File: config.mk
export PLATFORM = sky130hd
export DESIGN_NAME = key_mode_ctrl
export DESIGN_NICKNAME = d
export VERILOG_FILES = /design/src/rtl/key_mode_ctrl.sv
export SDC_FILE = /design/constraint.sdc
export NUM_CORES = 1
export LEC_CHECK = 0
export CAP_MARGIN = 5
export CORE_MARGIN = 5
export CORE_UTILIZATION = 45
export DETAILED_ROUTE_END_ITERATION = 8
export MAX_ROUTING_LAYER = met4
export PLACE_DENSITY = 0.72
export SLEW_MARGIN = 20
export SYNTH_ARGS = -nofsm -noshare
export SYNTH_HDL_FRONTEND = slang
export SYNTH_SLANG_ARGS = --single-unit
File: constraint.sdc
create_clock -name clk -period 2.11 [get_ports clk]
set_input_delay 0.422 -clock clk [delete_from_list [all_inputs] [get_ports clk]]
set_output_delay 0.422 -clock clk [all_outputs]
set_load 0.02 [all_outputs]
File: src/rtl/key_mode_ctrl.sv
// Key-driven mode controller for a clock/alarm: RUN / SET_TIME / SET_ALARM editing,
// commit strobes for the time base, alarm registers, idle timeout and field blinking.
module key_mode_ctrl #(
    parameter int TIMEOUT_S = 30
) (
    input  logic       clk,
    input  logic       rst,
    input  logic [3:0] key_pulse,
    input  logic       tick_1hz,
    input  logic [4:0] time_hour,
    input  logic [5:0] time_min,
    input  logic [5:0] time_sec,
    output logic [1:0] mode,
    output logic [1:0] field_sel,
    output logic [4:0] edit_hour,
    output logic [5:0] edit_min,
    output logic [5:0] edit_sec,
    output logic       time_load,
    output logic [4:0] load_hour,
    output logic [5:0] load_min,
    output logic [5:0] load_sec,
    output logic [4:0] alarm_hour,
    output logic [5:0] alarm_min,
    output logic       alarm_en,
    output logic [2:0] blink_hide
);

    typedef enum logic [1:0] {
        MODE_RUN       = 2'd0,
        MODE_SET_TIME  = 2'd1,
        MODE_SET_ALARM = 2'd2
    } mode_e;

    typedef enum logic [1:0] {
        FIELD_HOUR = 2'd0,
        FIELD_MIN  = 2'd1,
        FIELD_SEC  = 2'd2
    } field_e;

    localparam int              CNT_W    = $clog2(TIMEOUT_S + 1);
    localparam logic [CNT_W-1:0] CNT_LAST = CNT_W'(TIMEOUT_S - 1);

    mode_e            state;
    field_e           field;
    logic             phase;
    logic [CNT_W-1:0] idle_cnt;

    // Only the highest-priority pressed key acts; the rest of the same cycle is dropped.
    logic key_mode, key_sel, key_inc, key_dec, any_key;
    assign key_mode = key_pulse[0];
    assign key_sel  = key_pulse[1] & ~key_pulse[0];
    assign key_inc  = key_pulse[2] & ~|key_pulse[1:0];
    assign key_dec  = key_pulse[3] & ~|key_pulse[2:0];
    assign any_key  = |key_pulse;

    function automatic logic [5:0] wrap_step(input logic [5:0] v, input logic [5:0] max_v,
                                             input logic up);
        if (up) return (v == max_v) ? 6'd0 : v + 6'd1;
        else    return (v == 6'd0)  ? max_v : v - 6'd1;
    endfunction

    assign mode      = state;
    assign field_sel = field;

    always_comb begin
        blink_hide = 3'b000;
        if (state != MODE_RUN && phase) begin
            case (field)
                FIELD_HOUR: blink_hide = 3'b001;
                FIELD_MIN:  blink_hide = 3'b010;
                FIELD_SEC:  blink_hide = 3'b100;
                default:    blink_hide = 3'b000;
            endcase
        end
    end

    // NOTE: sequential state uses non-blocking assignments so every register samples
    // the pre-edge values regardless of statement order within this block.
    always_ff @(posedge clk) begin
        if (rst) begin
            state      <= MODE_RUN;
            field      <= FIELD_HOUR;
            phase      <= 1'b0;
            idle_cnt   <= '0;
            edit_hour  <= '0;
            edit_min   <= '0;
            edit_sec   <= '0;
            time_load  <= 1'b0;
            load_hour  <= '0;
            load_min   <= '0;
            load_sec   <= '0;
            alarm_hour <= '0;
            alarm_min  <= '0;
            alarm_en   <= 1'b0;
        end else begin
            time_load <= 1'b0;

            if (any_key)       phase <= 1'b0;
            else if (tick_1hz) phase <= ~phase;

            if (state == MODE_RUN) begin
                idle_cnt <= '0;
                if (key_mode) begin
                    state     <= MODE_SET_TIME;
                    field     <= FIELD_HOUR;
                    edit_hour <= time_hour;
                    edit_min  <= time_min;
                    edit_sec  <= time_sec;
                end else if (key_sel) begin
                    alarm_en <= ~alarm_en;
                end
            end else if (any_key) begin
                idle_cnt <= '0;
                if (key_mode) begin
                    if (state == MODE_SET_TIME) begin
                        time_load <= 1'b1;
                        load_hour <= edit_hour;
                        load_min  <= edit_min;
                        load_sec  <= edit_sec;
                        edit_hour <= alarm_hour;
                        edit_min  <= alarm_min;
                        edit_sec  <= '0;
                        field     <= FIELD_HOUR;
                        state     <= MODE_SET_ALARM;
                    end else begin
                        alarm_hour <= edit_hour;
                        alarm_min  <= edit_min;
                        state      <= MODE_RUN;
                    end
                end else if (key_sel) begin
                    if (state == MODE_SET_TIME) begin
                        case (field)
                            FIELD_HOUR: field <= FIELD_MIN;
                            FIELD_MIN:  field <= FIELD_SEC;
                            default:    field <= FIELD_HOUR;
                        endcase
                    end else begin
                        field <= (field == FIELD_HOUR) ? FIELD_MIN : FIELD_HOUR;
                    end
                end else begin
                    case (field)
                        FIELD_HOUR: edit_hour <= 5'(wrap_step({1'b0, edit_hour}, 6'd23, key_inc));
                        FIELD_MIN:  edit_min  <= wrap_step(edit_min, 6'd59, key_inc);
                        FIELD_SEC:  edit_sec  <= wrap_step(edit_sec, 6'd59, key_inc);
                        default:    ;
                    endcase
                end
            end else if (tick_1hz) begin
                // Abandon the edit silently: no commit, no alarm update.
                if (idle_cnt == CNT_LAST) begin
                    state    <= MODE_RUN;
                    idle_cnt <= '0;
                end else begin
                    idle_cnt <= idle_cnt + CNT_W'(1);
                end
            end
        end
    end

endmodule

==> results of run 1 <==
registers in the layout (all words and copies together) (netlist names):
register and count:
edit_sec 6, time_load 1, alarm_hour 5, field_sel 2
mode 2, idle_cnt 5, alarm_min 6, load_sec 6
edit_hour 5, load_hour 5, alarm_en 1, phase 1
load_min 6, edit_min 6
cell type report:
cell class	count	area (um2)	area share, %
multi-input cells	348	2056	43.31
repair buffers	131	1192	25.12
flip-flops and latches	57	1142	24.06
clock buffers	9	123.9	2.609
well taps	99	123.9	2.609
clock inverters	6	60.06	1.265
inverters	13	48.80	1.028
path summary, 6_finish.rpt:
| kind | end | slack [ns] | depth (start not counted) |
|---|---|---|---|
| setup reg to reg | edit_min[3]$_SDFFE_PP0P_ | 0.28 | 7 |
| hold / removal | phase$_SDFFE_PP0P_ | 0.41 | 3 |
| setup / recovery | edit_sec[3] | 0.08 | 1 |
| hold reg to reg | load_sec[4]$_SDFFE_PP0P_ | 0.45 | 2 |
cells by family after synthesis:
| family | count (synthesis) | share of synthesized area [%] |
|---|---|---|
| AO/OA/AOI/OAI | 132 | 24.65 |
| XOR/XNOR | 10 | 2.556 |
| adder cells (fa/ha/maj) | 10 | 3.652 |
| buffers and inverters | 53 | 7.012 |
| flip-flops | 57 | 33.31 |
| multiplexers | 9 | 2.703 |
| AND/OR/NAND/NOR | 187 | 26.11 |
power groups by stage:
stage	Clock (W)	Combinational, W	Sequential [W]
after floorplan	0	0.000404	0.00123
after global placement	0	0.000721	0.00121
after detailed placement	0	0.000731	0.00121
after CTS	0.00100	0.000735	0.00119
after global routing	0.00105	0.000810	0.00120
final	0.000980	0.000742	0.00119
Yosys cell counts, types with 4 or more instances:
library cell,instances,area [um2]
xnor2_1,5,43.79
clkbuf_1,23,86.33
nand3_1,9,45.04
a31oi_1,16,100.1
a311oi_1,5,43.79
buf_2,11,55.05
o21ai_0,16,80.08
nor2b_1,11,68.82
nor3_1,12,60.06
mux2i_1,7,70.07
inv_1,13,48.80
a21oi_1,51,255.2
dfxtp_1,57,1141
nand4b_1,5,43.79
ha_1,10,125.1
nand4_1,5,31.28
nor2_1,45,168.9
and3_1,6,37.54
and2_1,4,25.02
xor2_1,5,43.79
a211oi_1,9,67.56
nand2_1,71,266.5
o31ai_1,4,30.03
metal layers:
layer	vias up	global-route usage, %	routed length (um)
met4	0	8.733	215
met5	-	-	0
met3	19	3.518	668
met2	162	37.15	4974
li1	1836	-	-
met1	1755	28.82	4668
repair_timing:
action,CTS,global route
gates cloned,0,0
setup endpoints to repair,3,2
gates resized for setup,3,2
pin swaps,0,0
metrics by stage:
stage	std cells	cell area (um2)	setup slack, ns	power (W)	utilization, %
6_report	663	4747	0.07806	0.002913	64.76
5_1_grt	663	4747	0.01070	0.003057	64.76
4_1_cts	663	4740	0.04382	0.002927	64.65
3_5_place_dp	648	4559	-0.2202	0.001944	62.19
3_3_place_gp	648	4559	-0.1783	0.001933	62.19
2_1_floorplan	458	3431	-0.01735	0.001639	-
cell usage in the layout, fill, tap and decap left out, types with 2 or more instances in the layout:
cell	instances
xor2_1	5
buf_4	52
o21ai_0	16
nor4_1	2
xnor2_1	5
or2_1	2
o221ai_1	3
a211oi_1	9
clkinvlp_4	2
o211ai_1	3
nand4b_1	5
dfxtp_1	56
a21oi_1	51
nand3b_1	3
o31ai_1	4
nand2b_1	2
clkbuf_8	9
mux2i_1	7
buf_12	2
clkdlybuf4s50_1	73
a21boi_0	2
nand2_1	71
and2_1	4
clkinv_2	3
dlygate4sd2_1	3
nor2_1	45
nand4_1	5
o22ai_1	3
nand3_1	9
inv_1	13
nor3b_2	2
a31oi_1	16
a311oi_1	5
nor2b_1	11
mux2_2	2
nor3_1	12
ha_1	10
a221oi_1	2
and3_1	6
==> metrics.csv, run 1 <==
metric,value,unit
Root Driver,clkbuf_8,
clk slew on worst S/H paths,0.07,ns
Core Region,7331,um2
"Req. time, crit path",1.69,ns
internal power,0.002001,W
Worst Skew,0.008061,ns
vias per cell,5.689,
pin count of the biggest net entering global routing,54,
antenna cells,0,
vias in the first global route,3612,
hpwl dp,7701,um
worst hold path class,primary input to flop,
Hold Fails Final Rpt,0,
switching share of power,31.28,%
Fin Setup TNS,0,ns
layout overhead on the synthesized area,38.57,%
sequential-to-total area share from yosys stat,33.31,%
Final min period,2.032,ns
Comb power frac,25.5,%
Post-synth EDFFs,0,
cts hold-fix bufs,0,
syn avg cell area,7.480,um2
post-synthesis cell count,458,
clock group share of total power,33.6,%
"Largest delay share family, worst path",buffers and inverters,
Die Wd,97.25,um
min-delay src,rst,
max-cap violations,0,
Num CTS Buffers,9,
IO Pins,78,
critical path class,flop to primary output,
PD cells,613.6,nW/um2
via count,3772,
H-tree Lvls,3,
#FFs+latches synth,57,
Initial DRC Count,267,
RSZ-0062 raised after global routing,false,
Critical Path Fanout Max,13,
Max transition margin,61.80,%
post-CTS setup buffer count,0,
yosys warns,0,
final setup violating endpoints,0,
hold_ws,0.4122,ns
P_leak,1.740,nW
"Largest stage delay, worst path",0.69,ns
"Clk Latency, worst-skew pair",0.34,ns
sequential power share,40.9,%
DRC,0,
antenna-violating nets left,0,
Net Sw Power,0.0009112,W
Worst Setup Start Kind,flop,
port bufs,77,
gpl congestion,0.9823,
clock sinks,57,
CP Buf/Inv Count,1,
worst-path cell chain,clkdlybuf4s50_1,
Fmax,492.1,MHz
die height,97.25,um
Netlist cell types,65,
"Slew Viols, Final",0,
Worst path slowest cell,clkdlybuf4s50_1,
worst setup path startpoint,edit_sec[3]$_SDFFE_PP0P_,
first-pass GRT wire length,17680,um
CTS tree,yes,
Die Footprint,9458,um2
CP arrival,1.61,ns
crit end category,primary output,
nets@finish,594,
Max VDD drop,0.3403,mV
initial core utilization,46.73,%
syn_nets,492,
asr flop ratio synth,0,%
ys flop type,dfxtp_1,
drt first pass iters,6,
initial antenna violation count,0,
drt total wl,10530,um
fillcell total,645,
Wirelength per Cell,15.88,um
std cell rows,31,
synthesized cell area,3426,um2
global-route congestion overflow total,0,
period utilisation layout,96.30,%
reg-to-reg startpoint,mode[1]$_SDFFE_PP0P_,
GRT Total Usage,22.91,%
Longest Clk Path Bufs,2,
outcome,"complete, no violations",
Worst Tran Pin Value,0.5730,ns
share of layout cells above drive strength 1,14.54,%
(Power assumes the default switching activity.)
==> inputs of run 2 (changes only) <==
==> constraint.sdc (replaced) <==
create_clock -name clk -period 2.11 [get_ports clk]
set_input_delay 0.633 -clock clk [delete_from_list [all_inputs] [get_ports clk]]
set_output_delay 0.633 -clock clk [all_outputs]
set_load 0.02 [all_outputs]
==> run 2 against run 1 <==
  * Final cell count increased by 2.3%
  * Design area grew 3.7%
  * Routed wire length is 2.6% higher
  * Clock power rose by 17%
  * Non-clock buffer count grew 13
  * Clock skew shrank 0.00082 ns
  * Die area did not move
  * Critical path depth did not move
  * Global-route usage increased by 0.65 points
  * First-iteration DRC count down 21%
  * Critical endpoint is now edit_min[1]
  * Largest cell class unchanged
  * Highest routed layer unchanged
==> metrics.csv, run 2 (synthesis gave the netlist of run 1 again) <==
metric,value,unit,change
post-CTS setup buffer count,0,,unchanged
Root Driver,clkbuf_8,,
outcome,"complete, no violations",,
"most common cell after layout, fill and taps aside",nand2_1,,
Final min period,2.060,ns,+0.02820 ns
via count,3817,,+1.2%
initial core utilization,46.73,%,unchanged
clock group share of total power,37.0,%,+3.4 points
Longest Clk Path Bufs,2,,unchanged
CTS tree,yes,,
hpwl dp,7780,um,+1.0%
GRT Total Usage,23.56,%,+0.65 points
Worst Tran Pin Value,0.4006,ns,-0.1724 ns
drt first pass iters,4,,-2
critical path class,flop to primary output,,
Net Sw Power,0.0009609,W,+5.5%
sequential power share,37.3,%,-3.6 points
fillcell total,610,,-5.4%
Layout Utilization,67.18,%,+2.4 points
H-tree Lvls,3,,unchanged
"Largest stage delay, worst path",0.64,ns,-0.05 ns
met3 WL,592,um,-11%
gpl congestion,0.9613,,-2.1%
Die Footprint,9458,um2,unchanged
vias in the first global route,3729,,+3.2%
Max transition margin,73.23,%,+11 points
layout overhead on the synthesized area,43.75,%,
Comb power frac,25.8,%,+0.3 points
crit end category,primary output,,
cts hold-fix bufs,0,,unchanged
Worst Setup Start Kind,flop,,
internal power,0.002152,W,+7.5%
Fin Setup TNS,0,ns,unchanged
Num CTS Buffers,9,,unchanged
port bufs,77,,unchanged
worst-path cell chain,clkdlybuf4s50_1,,
antenna-violating nets left,0,,unchanged
Die Wd,97.25,um,unchanged
"Clk Latency, worst-skew pair",0.35,ns,about the same
highest routed layer,met4,,
nets@finish,607,,+2.2%
clk slew on worst S/H paths,0.07,ns,about the same
IO Pins,78,,unchanged
Critical Path Fanout Max,9,,-4
final setup violating endpoints,0,,unchanged
max-cap violations,0,,unchanged
period utilisation layout,97.64,%,+1.3 points
WL met2,5129,um,+3.1%
pin count of the biggest net entering global routing,32,,-41%
CP Buf/Inv Count,1,,unchanged
Max VDD drop,0.3617,mV,+6.3%
RSZ-0062 raised after global routing,false,,
"Req. time, crit path",1.48,ns,-0.21 ns
Met1 Wirelength,4903,um,+5.0%
std cell rows,31,,unchanged
Worst path slowest cell,clkdlybuf4s50_1,,
worst hold path class,flop to flop,,
Initial DRC Count,212,,-21%
CP arrival,1.43,ns,-0.18 ns
Fmax,485.4,MHz,-1.4%
"Largest delay share family, worst path",buffers and inverters,,
clock sinks,57,,unchanged
most frequent cells in the layout,"nand2_1, clkdlybuf4s50_1, buf_4",,
Hold Fails Final Rpt,0,,unchanged
P_leak,1.869,nW,+7.4%
share of layout cells above drive strength 1,17.82,%,+3.3 points
first-pass GRT wire length,18040,um,+2.0%
vias per cell,5.630,,-1.0%
drt total wl,10800,um,+2.6%
Core Region,7331,um2,unchanged
Worst Skew,0.007240,ns,-0.0008208 ns
DRC,0,,unchanged
die height,97.25,um,unchanged
global-route congestion overflow total,0,,unchanged
"Slew Viols, Final",0,,unchanged
Wirelength per Cell,15.94,um,+0.37%
initial antenna violation count,1,,+1
PD cells,632.0,nW/um2,+3.0%
switching share of power,30.87,%,-0.41 points
==> run 2: layout make-up <==
type | count | area (um2) | share of cell area [%]
Multi-Input combinational cell | 348 | 2083 | 42.30
Tap cell | 99 | 123.9 | 2.515
Antenna cell | 1 | 2.502 | 0.05081
Inverter | 13 | 48.80 | 0.9909
Clock inverter | 7 | 95.09 | 1.931
Clock buffer | 9 | 123.9 | 2.515
Timing Repair Buffer | 144 | 1304 | 26.47
Sequential cell | 57 | 1144 | 23.22
==> run 2: layer usage <==
| layer | up-vias | track usage (%) |
|---|---|---|
| met1 | 1786 | 29.57 |
| li1 | 1870 | - |
| met5 | - | - |
| met4 | 0 | 8.733 |
| met3 | 17 | 4.882 |
| met2 | 144 | 37.47 |
==> run 2: worst paths after layout <==
kind                       startpoint                  endpoint  slack (ns)  depth (start not counted)
max          edit_min[1]$_SDFFE_PP0P_               edit_min[1]        0.05                          1
min          load_min[4]$_SDFFE_PP0P_  load_min[4]$_SDFFE_PP0P_        0.46                          2
max reg2reg  edit_min[0]$_SDFFE_PP0P_  edit_min[4]$_SDFFE_PP0P_        0.34                          7
min reg2reg  load_min[4]$_SDFFE_PP0P_  load_min[4]$_SDFFE_PP0P_        0.46                          2
==> run 2: repair_timing <==
| action | 4_1_cts | 5_1_grt |
|---|---|---|
| pin swaps | 0 | 2 |
| setup endpoints to repair | 14 | 31 |
| cloned | 0 | 0 |
| gates resized for setup | 13 | 4 |
==> run 2: metrics by stage <==
step           setup slack [ns]  total power, W  hold WS, ns  instance area, um2  cells
2_1_floorplan           0.01119        0.001640       0.4716                3438    458
3_3_place_gp            -0.3616        0.001962       0.4416                4676    661
3_5_place_dp            -0.3973        0.001967       0.4507                4676    661
4_1_cts                0.006491        0.003117       0.4610                4912    677
5_1_grt                0.002905        0.003255       0.4774                4925    678
6_report                0.04986        0.003112       0.4563                4925    678
==> run 2: power groups by stage <==
stage	logic [W]	registers [W]	clock network, W
after floorplan	0.000405	0.00124	0
after global placement	0.000780	0.00118	0
after detailed placement	0.000784	0.00118	0
after CTS	0.000794	0.00116	0.00116
after global routing	0.000868	0.00117	0.00122
final	0.000802	0.00116	0.00115
==> inputs of run 3 (changes only) <==
--- a/config.mk
+++ b/config.mk
@@ -7,10 +7,10 @@
 export LEC_CHECK = 0
 export CAP_MARGIN = 5
 export CORE_MARGIN = 5
-export CORE_UTILIZATION = 45
+export CORE_UTILIZATION = 40
 export DETAILED_ROUTE_END_ITERATION = 8
 export MAX_ROUTING_LAYER = met4
-export PLACE_DENSITY = 0.72
+export PLACE_DENSITY = 0.65
 export SLEW_MARGIN = 20
 export SYNTH_ARGS = -nofsm -noshare
 export SYNTH_HDL_FRONTEND = slang
==> run 3 against run 2 <==
  * Count of clock-buffer cells in the layout rose by 3
  * Sequential power barely moved
  * Clock skew rose by 0.0017 ns
  * Register-to-register slack barely moved
  * Routed wire length rose by 2.9%
  * Non-clock buffer count fell by 2
  * First-iteration DRC count fell by 12%
  * Combinational power fell by 1%
  * Worst setup slack improved by 0.018 ns
  * Core utilization fell by 7.4 points
  * Critical path depth did not move
==> metrics.csv, run 3 (synthesis gave the netlist of run 1 again) <==
metric,value,unit,change
die height,102.5,um,+5.4%
Longest Clk Path Bufs,2,,unchanged
max-cap violations,0,,unchanged
Die Footprint,10520,um2,+11%
pin count of the biggest net entering global routing,54,,+69%
CTS tree,yes,,
"Req. time, crit path",1.48,ns,about the same
Worst R2R Setup Slack,0.34,ns,about the same
most frequent cells in the layout,"nand2_1, clkdlybuf4s50_1, buf_4",,
clock sinks,57,,unchanged
global-route congestion overflow total,0,,unchanged
Met1 Wirelength,4968,um,+1.3%
post-CTS setup buffer count,0,,unchanged
drt first pass iters,5,,+1
reg2reg end,edit_min[0]$_SDFFE_PP0P_,,
IO Pins,78,,unchanged
final design area excluding fillers,4962,um2,+0.76%
worst hold path class,flop to flop,,
Max transition margin,72.28,%,-0.95 points
nets@finish,605,,-0.33%
drt total wl,11120,um,+2.9%
crit end category,primary output,,
"Clk Latency, worst-skew pair",0.34,ns,about the same
Final min period,2.042,ns,-0.01816 ns
period utilisation layout,96.78,%,-0.86 points
initial antenna violation count,0,,-1
initial core utilization,41.28,%,-5.5 points
Worst Setup Start Kind,flop,,
Worst Tran Pin Value,0.4053,ns,+0.004728 ns
DP Cell Count,665,,+0.61%
Critical Path Fanout Max,9,,unchanged
via count,3779,,-1.0%
Wirelength per Cell,16.33,um,+2.5%
antenna cells,0,,-1
Initial DRC Count,186,,-12%
"Largest delay share family, worst path",buffers and inverters,,
PD cells,667.4,nW/um2,+5.6%
critical path class,flop to primary output,,
H-tree Lvls,3,,unchanged
gpl congestion,0.9230,,-4.0%
Core Region,8299,um2,+13%
Worst Hold Path EP,load_min[4]$_SDFFE_PP0P_,,
worst-path cell chain,clkdlybuf4s50_1,,
share of layout cells above drive strength 1,17.53,%,-0.29 points
"most common cell after layout, fill and taps aside",nand2_1,,
first-pass GRT wire length,18150,um,+0.58%
RSZ-0062 raised after global routing,false,,
outcome,"complete, no violations",,
antenna-violating nets left,0,,unchanged
hold path depth,2,,unchanged
worst setup path startpoint,edit_min[1]$_SDFFE_PP0P_,,
Root Driver,clkbuf_8,,
"Slew Viols, Final",0,,unchanged
Worst R2R Path Depth,8,,+1
Die Wd,102.5,um,+5.4%
highest routed layer,met4,,
Max VDD drop,0.3722,mV,+2.9%
layout overhead on the synthesized area,44.85,%,
Worst path slowest cell,clkdlybuf4s50_1,,
fillcell total,782,,+28%
cts hold-fix bufs,0,,unchanged
CP Buf/Inv Count,1,,unchanged
Num CTS Buffers,9,,unchanged
reg-to-reg startpoint,mode[1]$_SDFFE_PP0P_,,
final setup violating endpoints,0,,unchanged
Hold Fails Final Rpt,0,,unchanged
port bufs,77,,unchanged
WL met2,5283,um,+3.0%
hold_ws,0.4566,ns,+0.0002820 ns
vias in the first global route,3689,,-1.1%
vias per cell,5.549,,-1.4%
GRT Total Usage,22.38,%,-1.2 points
hpwl dp,8009,um,+2.9%
DRC,0,,unchanged
P_leak,1.892,nW,+1.2%
Fmax,489.7,MHz,+0.89%
"Cell Area, Placed",4668,um2,-0.16%
met3 WL,620,um,+4.7%
clk slew on worst S/H paths,0.07,ns,about the same
CP arrival,1.41,ns,-0.02 ns
Worst Skew,0.008917,ns,+0.001677 ns
final cell count without fillers,681,,+0.44%
"Largest stage delay, worst path",0.64,ns,about the same
std cell rows,33,,+6.5%
min-delay src,load_min[4]$_SDFFE_PP0P_,,
-- run 3: power breakdown --
| group | internal [W] | switching, W |
|---|---|---|
| combinational | 0.000362 | 0.000431 |
| sequential | 0.00112 | 0.0000430 |
| clock | 0.000882 | 0.000473 |
| total | 0.00236 | 0.000947 |
-- run 3: what timing repair did --
action	4_1_cts	5_1_grt
endpoints found under the setup margin	33	14
gates resized for setup	13	7
endpoints found under the hold margin	0	0
-- run 3: final cells by class --
class | instances | area [um2] | share of cell area (%)
clock buffers | 12 | 165.2 | 3.328
flip-flops and latches | 57 | 1144 | 23.05
clock inverters | 4 | 97.59 | 1.967
multi-input cells | 348 | 2091 | 42.13
repair buffers | 142 | 1285 | 25.90
inverters | 13 | 48.80 | 0.9834
well taps | 105 | 131.4 | 2.648
-- run 3: worst max-delay path by stage --
| stage | to | cells after the start |
|---|---|---|
| after global routing | edit_min[1] | 1 |
| after floorplan | blink_hide[2] | 5 |
| after CTS | edit_hour[4]$_SDFFE_PP0P_ | 6 |
| after detailed placement | edit_sec[1]$_SDFFE_PP0P_ | 6 |
| after global placement | edit_hour[4]$_SDFFE_PP0P_ | 6 |
| final | edit_min[1] | 1 |
-- run 3: routing by layer --
layer  track usage, %  vias to the layer above
met1            28.32                     1771
met2            36.00                      129
met5                -                        -
met4            8.073                        0
li1                 -                     1860
met3            3.721                       19
-- run 3: stage by stage --
stage	total power (W)	TNS [ns]	setup slack [ns]	utilization, %
2_1_floorplan	0.001640	0	0.01119	-
3_3_place_gp	0.001968	-12.86	-0.3586	56.25
3_5_place_dp	0.001969	-17.50	-0.4919	56.25
4_1_cts	0.003318	0	0.01463	59.43
5_1_grt	0.003450	0	0.01578	59.79
6_report	0.003312	0	0.06802	59.79
==> RTL edit 1: new RTL, flow settings as in run 2 <==
Register the inputs `key_pulse`, `tick_1hz`, `time_hour`, `time_min` and `time_sec` before use. The logic sees them one clock later.
--- a/src/rtl/key_mode_ctrl.sv
+++ b/src/rtl/key_mode_ctrl.sv
@@ -40,6 +40,20 @@
     localparam int              CNT_W    = $clog2(TIMEOUT_S + 1);
     localparam logic [CNT_W-1:0] CNT_LAST = CNT_W'(TIMEOUT_S - 1);
 
+    logic [3:0] key_pulse_q;
+    logic tick_1hz_q;
+    logic [4:0] time_hour_q;
+    logic [5:0] time_min_q;
+    logic [5:0] time_sec_q;
+
+    always_ff @(posedge clk) begin
+        key_pulse_q <= key_pulse;
+        tick_1hz_q  <= tick_1hz;
+        time_hour_q <= time_hour;
+        time_min_q  <= time_min;
+        time_sec_q  <= time_sec;
+    end
+
     mode_e            state;
     field_e           field;
     logic             phase;
@@ -47,11 +61,11 @@
 
     // Only the highest-priority pressed key acts; the rest of the same cycle is dropped.
     logic key_mode, key_sel, key_inc, key_dec, any_key;
-    assign key_mode = key_pulse[0];
-    assign key_sel  = key_pulse[1] & ~key_pulse[0];
-    assign key_inc  = key_pulse[2] & ~|key_pulse[1:0];
-    assign key_dec  = key_pulse[3] & ~|key_pulse[2:0];
-    assign any_key  = |key_pulse;
+    assign key_mode = key_pulse_q[0];
+    assign key_sel  = key_pulse_q[1] & ~key_pulse_q[0];
+    assign key_inc  = key_pulse_q[2] & ~|key_pulse_q[1:0];
+    assign key_dec  = key_pulse_q[3] & ~|key_pulse_q[2:0];
+    assign any_key  = |key_pulse_q;
 
     function automatic logic [5:0] wrap_step(input logic [5:0] v, input logic [5:0] max_v,
                                              input logic up);
@@ -96,16 +110,16 @@
             time_load <= 1'b0;
 
             if (any_key)       phase <= 1'b0;
-            else if (tick_1hz) phase <= ~phase;
+            else if (tick_1hz_q) phase <= ~phase;
 
             if (state == MODE_RUN) begin
                 idle_cnt <= '0;
                 if (key_mode) begin
                     state     <= MODE_SET_TIME;
                     field     <= FIELD_HOUR;
-                    edit_hour <= time_hour;
-                    edit_min  <= time_min;
-                    edit_sec  <= time_sec;
+                    edit_hour <= time_hour_q;
+                    edit_min  <= time_min_q;
+                    edit_sec  <= time_sec_q;
                 end else if (key_sel) begin
                     alarm_en <= ~alarm_en;
                 end
@@ -145,7 +159,7 @@
                         default:    ;
                     endcase
                 end
-            end else if (tick_1hz) begin
+            end else if (tick_1hz_q) begin
                 // Abandon the edit silently: no commit, no alarm update.
                 if (idle_cnt == CNT_LAST) begin
                     state    <= MODE_RUN;
Function: changed (Yosys sat finds a counterexample within 4 cycles, from zero or initial values and one cycle with rst high).
==> RTL edit 1 against run 2 <==
- combinational power shrank 2.7%
- worst setup slack lost 0.018 ns
- sequential cell count grew 22
- non-clock buffer count shrank 30
- count of clock-buffer cells in the layout is the same
- via count grew 4.1%
- worst hold slack gained 0.00086 ns
- final area grew 5.3%
- power grew 17%
- wire length grew 7.8%
- synthesized area grew 14%
- first-iteration DRC count grew 6.6%
- critical endpoint unchanged
- largest power group unchanged
==> RTL edit 1: results (changes against run 2) <==
* Status: complete, no violations
* Worst Reg-to-Reg Cells at 7 (unchanged)
* DR WL/cell at 16.90 um (+6.1%)
* HPWL Detailed at 8497 um (+9.2%)
* Final Hold Fails at 0 (unchanged)
* CTS clock-pin slew for the worst setup and hold paths at 0.08 ns
* First-pass GRT wire length at 18,200 um (+0.84%)
* Reg2reg start: key_pulse_q[1]$_DFF_P_
* Type of the most critical hold path: flop to flop
* GPL Wtd Cong at 0.9782 (+1.8%)
* Distinct cells, synth at 60 (-7.7%)
* Relative slew margins at 61.16% (-12 points)
* Hold slack at 0.4572 ns (+0.0008560 ns)
* RR Endpoint: edit_min[4]$_SDFFE_PP0P_
* Clk Latency, worst-skew pair at 0.37 ns (+0.02 ns)
* Clk_skew at 0.01378 ns (+0.006536 ns)
* Crit path max fanout at 8 (-1)
* FFs w/ async S/R, synth at 0% (unchanged)
* Primary FF master, synth: dfxtp_1
* Drt total wl at 11,650 um (+7.8%)
* Leakage power at 1.905 nW (+1.9%)
* Worst vdd ir at 0.3639 mV (+0.60%)
* Most frequent cells after synthesis: nand2_1, dfxtp_1, a21oi_1, nor2_1, clkbuf_1
* Clock root buffer: clkbuf_8
* Share of layout cells above drive strength 1 at 13.08% (-4.7 points)
* Sequential area share after synthesis at 40.53% (+7.2 points)
* 1st-iter DRT viols at 226 (+6.6%)
* Yosys warns at 0 (unchanged)
* Max Root-Sink Buffers at 2 (unchanged)
* Diodes inserted at 0 (-1)
* Largest net degree at the start of global routing at 55 (+72%)
* Vias per cell at 5.765 (+2.4%)
* CP startpoint: edit_min[1]$_SDFFE_PP0P_
* CP top delay family: buffers and inverters
* TritonRoute pass-1 iters at 7 (+3)
* GRT Total Usage at 22.72% (-0.84 points)
* Input/output buffers at 77 (unchanged)
* Vias in the first global route at 3,621 (-2.9%)
* H-tree depth at 3 (unchanged)
* TritonCTS Buffers at 9 (unchanged)
* Cells after synthesis at 491 (+7.2%)
* Post-synthesis net count at 525 (+6.7%)
* Fin crit period at 2.078 ns (+0.01826 ns)
* Synth top area cells: dfxtp_1, nand2_1, a21oi_1
* R2R Setup Slk at 0.18 ns (-0.16 ns)
* CP max-delay cell: clkdlybuf4s50_1
* CP arrival at 1.45 ns (+0.02 ns)
* Final #Nets at 611 (+0.66%)
* Dpl ws at 0.06286 ns (+0.4601 ns)
* DP Cell Count at 674 (+2.0%)
* Placed Area at 4942 sq um (+5.7%)
* Initial antenna violation count at 0 (-1)
* Hold Crit Start: load_sec[4]$_SDFFE_PP0P_
## RTL edit 1: changes by cell type in the layout (fill, tap and decap cells not counted), sizes merged, moves of 5 or more
cell	before	now
nor3	12	19
a21oi	51	42
dfxtp	57	79
buf	68	38
mux2i	7	2
nand2b	2	8
nand2	71	82
## RTL edit 1: layout make-up
cell class | instances | area (sq um)
inverter | 15 | 56.30
clock inverter | 6 | 92.59
sequential | 79 | 1592
multi-input combinational | 358 | 2125
clock buffer | 9 | 123.9
tap | 108 | 135.1
timing repair buffer | 114 | 1060
fill | 799 | 3410
## RTL edit 1: worst min path at each step
stage	to	cells after the start
CTS	load_sec[4]$_SDFFE_PP0P_	2
global route	load_min[5]$_SDFFE_PP0P_	2
global placement	load_sec[4]$_SDFFE_PP0P_	2
finish	load_sec[4]$_SDFFE_PP0P_	2
detailed placement	load_sec[4]$_SDFFE_PP0P_	2
floorplan	idle_cnt[3]$_SDFFE_PP0P_	2
## RTL edit 1: timing repair
item	CTS	global route
endpoints found under the setup margin	14	10
gates resized for setup	15	10
buffers inserted	0	0
## RTL edit 1: layer usage
layer	global-route usage [%]	part of all wire (%)	vias to the layer above	wire length, um
met5	-	0	-	0
met4	9.462	2.7	0	319
met3	3.857	6.8	28	788
met2	35.96	47	153	5504
met1	28.66	43	1886	5033
li1	-	-	1905	-
## RTL edit 1: logic make-up after synthesis
kind of cell | count (synthesis) | synth area share, %
xor+xnor | 10 | 2.244
compound gates | 128 | 22.19
buf+inv | 54 | 5.771
mux | 4 | 1.090
simple gates | 206 | 24.98
flops | 79 | 40.53
fa+ha+maj | 10 | 3.206
## RTL edit 1: power by group
group,switching (mW),internal [mW],total (mW)
clock network,0.577,0.667,1.24
registers,0.0652,1.56,1.63
logic,0.433,0.347,0.780
==> RTL edit 2: new RTL, settings of run 2 <==
Without the edit above. Change the parameter `TIMEOUT_S` from 30 to 60.
--- a/src/rtl/key_mode_ctrl.sv
+++ b/src/rtl/key_mode_ctrl.sv
@@ -1,7 +1,7 @@
 // Key-driven mode controller for a clock/alarm: RUN / SET_TIME / SET_ALARM editing,
 // commit strobes for the time base, alarm registers, idle timeout and field blinking.
 module key_mode_ctrl #(
-    parameter int TIMEOUT_S = 30
+    parameter int TIMEOUT_S = 60
 ) (
     input  logic       clk,
     input  logic       rst,
Formal check against the unedited RTL: same outputs for any inputs over 4 cycles, from zero or initial values and one cycle with rst high; that may be too few to reach the edited logic, so the function may still have changed.
==> RTL edit 2 against run 2 <==
- die area fell by 0.69%
- cell count fell by 0.15%
- clock power rose by 8%
- power rose by 2.7%
- final area rose by 0.76%
- synthesized area fell by 0.77%
- worst setup slack got worse by 0.0059 ns
- critical path depth did not move
- sequential cell count rose by 1
- utilization rose by 0.87 points
- global-route usage rose by 1.2 points
- highest routed layer unchanged
- wire length rose by 7.7%
==> RTL edit 2: results (changes against run 2) <==
* Status: complete, no violations
* Largest net degree at the start of global routing at 30 (-6.3%)
* Reg2reg start: edit_hour[0]$_SDFFE_PP0P_
* Vias per cell at 5.775 (+2.6%)
* Layout fillers at 673 (+10%)
* DR WL met3 at 807 um (+36%)
* GRT Total Usage at 24.77% (+1.2 points)
* CP arrival at 1.43 ns (about the same)
* Met3 Usage GRT at 5.971% (+1.1 points)
* Buffering overhead at 26.90% (+0.43 points)
* Worst vdd ir at 0.2969 mV (-18%)
* Leakage power at 1.900 nW (+1.6%)
* GR Layer Usage met1 at 30.47% (+0.90 points)
* Multi-input combinational area share at 41.38% (-0.93 points)
* Post_cts resized at 21 (+8)
* First-pass GRT wire length at 18,680 um (+3.5%)
* Syn_area_per_cell at 7.439 sq um (-0.55%)
* Most frequent cells after synthesis: nand2_1, dfxtp_1, a21oi_1, nor2_1, nor3_1
* Multi-input gates at 345 (-0.86%)
* Hold Path Cell Cnt at 2 (unchanged)
* Input/output buffers at 77 (unchanged)
* Clk_skew at 0.01582 ns (+0.008579 ns)
* Synth top area cells: dfxtp_1, nand2_1, a21oi_1
* Complex-gate fraction of the synthesized area at 24.07% (-0.58 points)
* GPL Wtd Cong at 0.9462 (-1.6%)
* Clock Sinks at 58 (+1.8%)
* RR Endpoint: edit_hour[0]$_SDFFE_PP0P_
* Hold slack at 0.4524 ns (-0.003913 ns)
* Dpl ws at -0.4491 ns (-0.05184 ns)
* Hold Crit Start: load_sec[3]$_SDFFE_PP0P_
* Worst Hold Endpoint: load_sec[3]$_SDFFE_PP0P_
* Sequential area share after synthesis at 34.16% (+0.85 points)
* Met2 GRT Util at 39.60% (+2.1 points)
* Multiplexer share of the synthesized area at 1.803% (-0.90 points)
* Post-synthesis net count at 490 (-0.41%)
* Slew @ Worst Pin at 0.5090 ns (+0.1084 ns)
* Vias at 3,910 (+2.4%)
* Post-Synth Adder-Cell Area at 3.312% (-0.34 points)
* Diodes inserted at 0 (-1)
* HPWL Detailed at 8526 um (+9.6%)
* Largest stage delay, worst path at 0.66 ns (+0.02 ns)
* Non-CTS buffers at 146 (+1.4%)
* Area of all sequential standard cells at 1164 sq um (+1.8%)
* DR WL/cell at 17.18 um (+7.8%)
* DP Cell Count at 659 (-0.30%)
* Metal-1 WL at 5062 um (+3.2%)
* Max Root-Sink Buffers at 2 (unchanged)
* Clock-cell share at 4.791% (+0.34 points)
* XOR/XNOR share of the synthesized area at 2.576% (+0.020 points)
* WL met2 at 5477 um (+6.8%)
* CLK BUF at 12 (+3)
* Final cycle utilization of the critical path at 97.92% (+0.28 points)
* R2R Setup Slk at 0.14 ns (-0.20 ns)
* Initial antenna violation count at 0 (-1)
* 1st-iter DRT viols at 283 (+33%)
* Distinct cells, synth at 58 (-11%)
* Vias in the first global route at 3,708 (-0.56%)
* Final #Nets at 606 (-0.16%)
RTL edit 2: cell count changes after synthesis, sizes merged, moves of 4 or more:
cell / before / now
nand2: 71 / 76
nor2: 45 / 34
nor3: 12 / 24
a311oi: 5 / 1
RTL edit 2: stage by stage:
stage	util, %	total power, mW	area, sq um	TNS, ns
after floorplan	-	1.632	3417	0
after global placement	64.12	1.959	4676	-8.038
after global routing	68.05	3.328	4962	0
after detailed placement	64.12	1.966	4676	-9.048
after CTS	67.59	3.188	4928	0
final	68.05	3.196	4962	0
RTL edit 2: power by group:
| group | total, mW | internal (mW) | switching (mW) | leakage [nW] |
|---|---|---|---|---|
| Sequential | 1.19 | 1.14 | 0.0503 | 0.473 |
| Combinational | 0.770 | 0.353 | 0.417 | 1.31 |
| Clock | 1.24 | 0.760 | 0.477 | 0.119 |
